--- src/rtl/rr_sticky_arbiter_if.sv ---
// Status bundle published by rr_sticky_arbiter: grant qualifier, granted
// index and the hold-time tracking outputs. All signals are registered in
// the arbiter.
interface rr_sticky_arbiter_if #(
  parameter int N        = 8,
  parameter int MAX_HOLD = 255,
  parameter int CW       = $clog2(MAX_HOLD + 1)
);
  logic                 grant_valid;
  logic [$clog2(N)-1:0] grant_id;
  logic [CW-1:0]        hold_cnt;
  logic                 hold_timeout;

  // Arbiter side: drives the status
  modport master (
    output grant_valid,
    output grant_id,
    output hold_cnt,
    output hold_timeout
  );

  // Consumer side: observes the status
  modport slave (
    input grant_valid,
    input grant_id,
    input hold_cnt,
    input hold_timeout
  );
endinterface

--- src/rtl/rr_sticky_arbiter.sv ---
// Registered round-robin arbiter with sticky grants. The holder keeps the
// grant while it keeps requesting; on release the next requester after the
// rotation pointer wins on the same edge. Hold time is counted and flagged
// at MAX_HOLD, but the holder is never preempted.
// r/g stay plain ports so the arbiter checker can bind to them directly.
module rr_sticky_arbiter #(
  parameter int N        = 8,
  parameter int MAX_HOLD = 255,
  parameter int CW       = $clog2(MAX_HOLD + 1)
) (
  input  logic                clock,
  input  logic                reset_n,
  input  logic [0:N-1]        r,
  output logic [0:N-1]        g,
  rr_sticky_arbiter_if.master stat
);

  localparam int IW = $clog2(N);

  logic [0:N-1]  g_q, g_next;
  logic [IW-1:0] id_q, id_next;
  logic          valid_q;
  logic [IW-1:0] ptr_q, ptr_next;
  logic [CW-1:0] hold_q, hold_next;
  logic          tmo_q;

  logic          keep;
  logic          found;
  logic [IW-1:0] win_id;
  logic [IW:0]   sum;
  logic [IW-1:0] idx;

  // Rotating priority search: first requester at ptr, ptr+1, ... mod N
  always_comb begin
    found  = 1'b0;
    win_id = '0;
    sum    = '0;
    idx    = '0;
    for (int unsigned k = 0; k < N; k++) begin
      sum = {1'b0, ptr_q} + (IW+1)'(k);
      if (sum >= (IW+1)'(N)) sum = sum - (IW+1)'(N);
      idx = sum[IW-1:0];
      if (!found && r[idx]) begin
        found  = 1'b1;
        win_id = idx;
      end
    end
  end

  // Keep / fresh / idle decision and hold counter update
  always_comb begin
    keep      = |(r & g_q);
    g_next    = '0;
    id_next   = '0;
    ptr_next  = ptr_q;
    hold_next = '0;
    if (keep) begin
      g_next    = g_q;
      id_next   = id_q;
      hold_next = (hold_q == CW'(MAX_HOLD)) ? hold_q : hold_q + CW'(1);
    end else if (found) begin
      g_next[win_id] = 1'b1;
      id_next        = win_id;
      ptr_next       = (win_id == IW'(N - 1)) ? '0 : win_id + IW'(1);
      hold_next      = CW'(1);
    end
  end

  // State and output registers; reset clears everything asynchronously
  always_ff @(posedge clock or negedge reset_n) begin
    if (!reset_n) begin
      g_q     <= '0;
      id_q    <= '0;
      valid_q <= 1'b0;
      ptr_q   <= '0;
      hold_q  <= '0;
      tmo_q   <= 1'b0;
    end else begin
      g_q     <= g_next;
      id_q    <= id_next;
      valid_q <= |g_next;
      ptr_q   <= ptr_next;
      hold_q  <= hold_next;
      tmo_q   <= (hold_next == CW'(MAX_HOLD));
    end
  end

  assign g                 = g_q;
  assign stat.grant_valid  = valid_q;
  assign stat.grant_id     = id_q;
  assign stat.hold_cnt     = hold_q;
  assign stat.hold_timeout = tmo_q;

endmodule

--- src/flat_wrapper.sv ---
// flat-port wrapper written by rule: the top's interface ports become plain ports
module rr_sticky_arbiter_flat 
#(
  parameter int N        = 8,
  parameter int MAX_HOLD = 255,
  parameter int CW       = $clog2(MAX_HOLD + 1)
)
  (clock, reset_n, r, g, stat_grant_valid, stat_grant_id, stat_hold_cnt, stat_hold_timeout);
  rr_sticky_arbiter_if #(.N(N), .MAX_HOLD(MAX_HOLD), .CW(CW)) stat_i ();
  input  logic clock;
  input  logic reset_n;
  input  logic [0:N-1] r;
  output logic [0:N-1] g;
  output wire logic [$bits(stat_i.grant_valid)-1:0] stat_grant_valid;
  output wire logic [$bits(stat_i.grant_id)-1:0] stat_grant_id;
  output wire logic [$bits(stat_i.hold_cnt)-1:0] stat_hold_cnt;
  output wire logic [$bits(stat_i.hold_timeout)-1:0] stat_hold_timeout;
  assign stat_grant_valid = stat_i.grant_valid;
  assign stat_grant_id = stat_i.grant_id;
  assign stat_hold_cnt = stat_i.hold_cnt;
  assign stat_hold_timeout = stat_i.hold_timeout;
  rr_sticky_arbiter #(.N(N), .MAX_HOLD(MAX_HOLD), .CW(CW)) u_core (.clock(clock), .reset_n(reset_n), .r(r), .g(g), .stat(stat_i));
endmodule
--- config.mk ---
export PLATFORM = sky130hd
export DESIGN_NAME = rr_sticky_arbiter_flat
export DESIGN_NICKNAME = d
export VERILOG_FILES = /design/src/rtl/rr_sticky_arbiter_if.sv /design/src/rtl/rr_sticky_arbiter.sv /design/src/flat_wrapper.sv
export SDC_FILE = /design/constraint.sdc
export NUM_CORES = 1
export LEC_CHECK = 0
export BUFFER_PORTS_ARGS = -buffer_cell sky130_fd_sc_hd__buf_2
export CELL_PAD_IN_SITES_DETAIL_PLACEMENT = 1
export CELL_PAD_IN_SITES_GLOBAL_PLACEMENT = 1
export CORE_UTILIZATION = 44
export DETAILED_ROUTE_END_ITERATION = 10
export PLACE_DENSITY_LB_ADDON = 0.1
export SLEW_MARGIN = 25
export SYNTH_ARGS = -nofsm -noshare
export SYNTH_HDL_FRONTEND = slang
export SYNTH_SLANG_ARGS = --single-unit
export TNS_END_PERCENT = 1
--- constraint.sdc ---
create_clock -name clock -period 4.35 [get_ports clock]
set_clock_uncertainty 0.05 [all_clocks]
set_input_delay 0.435 -clock clock [delete_from_list [all_inputs] [get_ports clock]]
set_output_delay 0.435 -clock clock [all_outputs]
set_load 0.05 [all_outputs]
==> results.ini <==
[die]
rows = 24
start_util_pct = 46.3
die_area_mm2 = 0.00493
io_pins = 31
core_area_mm2 = 0.00441
die_y_um = 70.2
dieWidth_um = 70.2

[final_layout]
finalNetCount = 263
final_common_cell = buf_2
drive_above_1_share_pct = 26.5
num_antenna_cells = 0
layout_common_cells = buf_2, nand2_1, dfrtp_1
num-fill-cells = 558
final_core_util_pct = 50.9
syn2layout_area_growth_pct = 9.91

[drt]
ant_nets = 0
drt-wirelength-per-cell_um = 19.0
drt_iter0_drc = 137
drc_errors = 0
drt_wl_total_mm = 5.71
drt-pass1-iter-count = 4
avgViaCountPerCell = 6.29
vias = 1892

[critical_path]
worstSetupPathType = reg -> reg
cp.depth = 10
end_kind = register
cp-start-kind = register
path_buf_inv = 1
reg2reg_slack_ns = 0.92
crit_chain = clkinv_1 -> ha_1 -> mux4_2 -> a211oi_2 -> a32oi_1 -> nor3_2 -> nand2_1 -> a32o_2 -> nand2b_1 -> o21ai_0
crit_path_max_incr_delay_ns = 0.65
path_delay_family = compound AO/OA/AOI/OAI gates
reg2reg_depth = 10
cp_data_arrival_time_ns = 3.55
required_ns = 4.47
cp_max_fo = 10
slowest_stage = mux4_2

[cts]
ctsResizeCount = 0
cts_tree = done
h-tree-depth = 1
path_clk_slew_ns = 0.08
ctsLongestPathBuffers = 2
clk_latency_ns = 0.26
cts_hold_repair.buffers = 0
postCtsSetupRepairBufs = 0
cts_buffers = 3
clock-sinks = 24
clockRootBuffer = clkbuf_8

[logic_synthesis]
syn_area_per_cell_um2 = 9.13
synth_top_area_cell = dfrtp_1
netlist.area_leader.share_pct = 29.4
ys_types = 56
syn_inst = 224
syn_area_mm2 = 0.00205
synthFlopType = dfrtp_1
synth.yosys.warnings = 0
synth_edf_count = 0
synth.top_cells.by_area = dfrtp_1, mux4_2, nand2_1
yosys_register_bits = 24
synth.yosys.seq_area_share_pct = 29.4
synthArstFlopShare_pct = 100
synth_nets = 237

[hold_path]
hp-class = in -> async

[timing]
finalHoldWorstSlack_ns = 0.0943
min_period_ns = 3.43
drv_slew = 0
setup_violations = 0
rsz0062_at_grt = false
clock.fmax_mhz = 292
min_period_over_period_pct = 78.7
fin_setup_tns_ns = 0
tightest_slew_ns = 0.788
worst_slew_margin_rel_pct = 47.5
hold_viol_final = 0

[grt]
grt_usage_pct = 25.2
antenna_found_initial = 0
grt_pass1_vias = 1997
grt_overflow = 0
grt_max_degree = 25
grt_pass1_wl_mm = 9.94

[placed_design]
hpwl_mm = 4.30
port_buffers = 30
place_congestion = 0.843

[outcome]
status = completed

[job]
maxCapViolCount = 0

-- worst paths after layout --
| path | start | end |
|---|---|---|
| max | u_core.ptr_q[0] | u_core.g[5] |
| min in group clock | u_core.stat.grant_id[2] | u_core.stat.grant_id[2] |
| max in group asynchronous | reset_n | u_core.ptr_q[1] |
| max reg2reg | u_core.ptr_q[0] | u_core.g[5] |
| min | reset_n | u_core.stat.grant_id[2] |
| min reg2reg | u_core.stat.grant_id[2] | u_core.stat.grant_id[2] |
-- layer usage --
layer	share of wire [%]	routed length, um	GRT usage (%)	vias to the layer above
li1	-	-	-	893
met1	45	2580	35.2	941
met2	48	2760	40.7	48
met3	4.3	248	1.73	10
met4	2.2	124	10.0	0
met5	0	0	0	-
-- logic make-up after synthesis --
logic type / Yosys count / synth area share, %
muxes: 25 / 18.3
and+or+nand+nor: 87 / 21.6
xor gates and xnor gates: 6 / 2.57
AOI/OAI and AO/OA: 61 / 21.0
buffers and inverters: 18 / 5.32
DFF: 24 / 29.4
adders and majority gates: 3 / 1.84
-- Yosys cell counts (6+ instances only) --
cell	n
mux2_2	7
mux2i_1	8
nor2_1	15
inv_1	6
nor3_1	6
o21ai_0	14
nand3_1	8
dfrtp_1	24
mux4_2	9
nand2_1	29
-- sequential cells by signal, summed over array words and instances, names as in the netlist --
register	cells
u_core.stat.grant_valid	1
u_core.stat.hold_timeout	1
u_core.stat.hold_cnt	8
u_core.g	8
u_core.ptr_q	3
u_core.stat.grant_id	3
-- through the flow --
| step | std cells | setup WS, ns | area (um2) |
|---|---|---|---|
| final | 301 | 0.924 | 2250 |
| after floorplan | 224 | 1.22 | 2050 |
| after detailed placement | 297 | 0.961 | 2190 |
| after global routing | 301 | 0.620 | 2250 |
| after global placement | 297 | 1.01 | 2190 |
| after CTS | 301 | 0.926 | 2250 |
-- cell type report --
type / count / area, um2 / area share (%)
Inverter: 7 / 26.3 / 1.17
Clock buffer: 4 / 55.1 / 2.45
Multi-Input combinational cell: 182 / 1340 / 59.4
Sequential cell: 24 / 601 / 26.7
Timing Repair Buffer: 32 / 165 / 7.35
Tap cell: 52 / 65.1 / 2.89
Power is left out: the tool's default activity adds up to more than one toggle a clock period on the data nets, which glitch-free logic cannot reach.
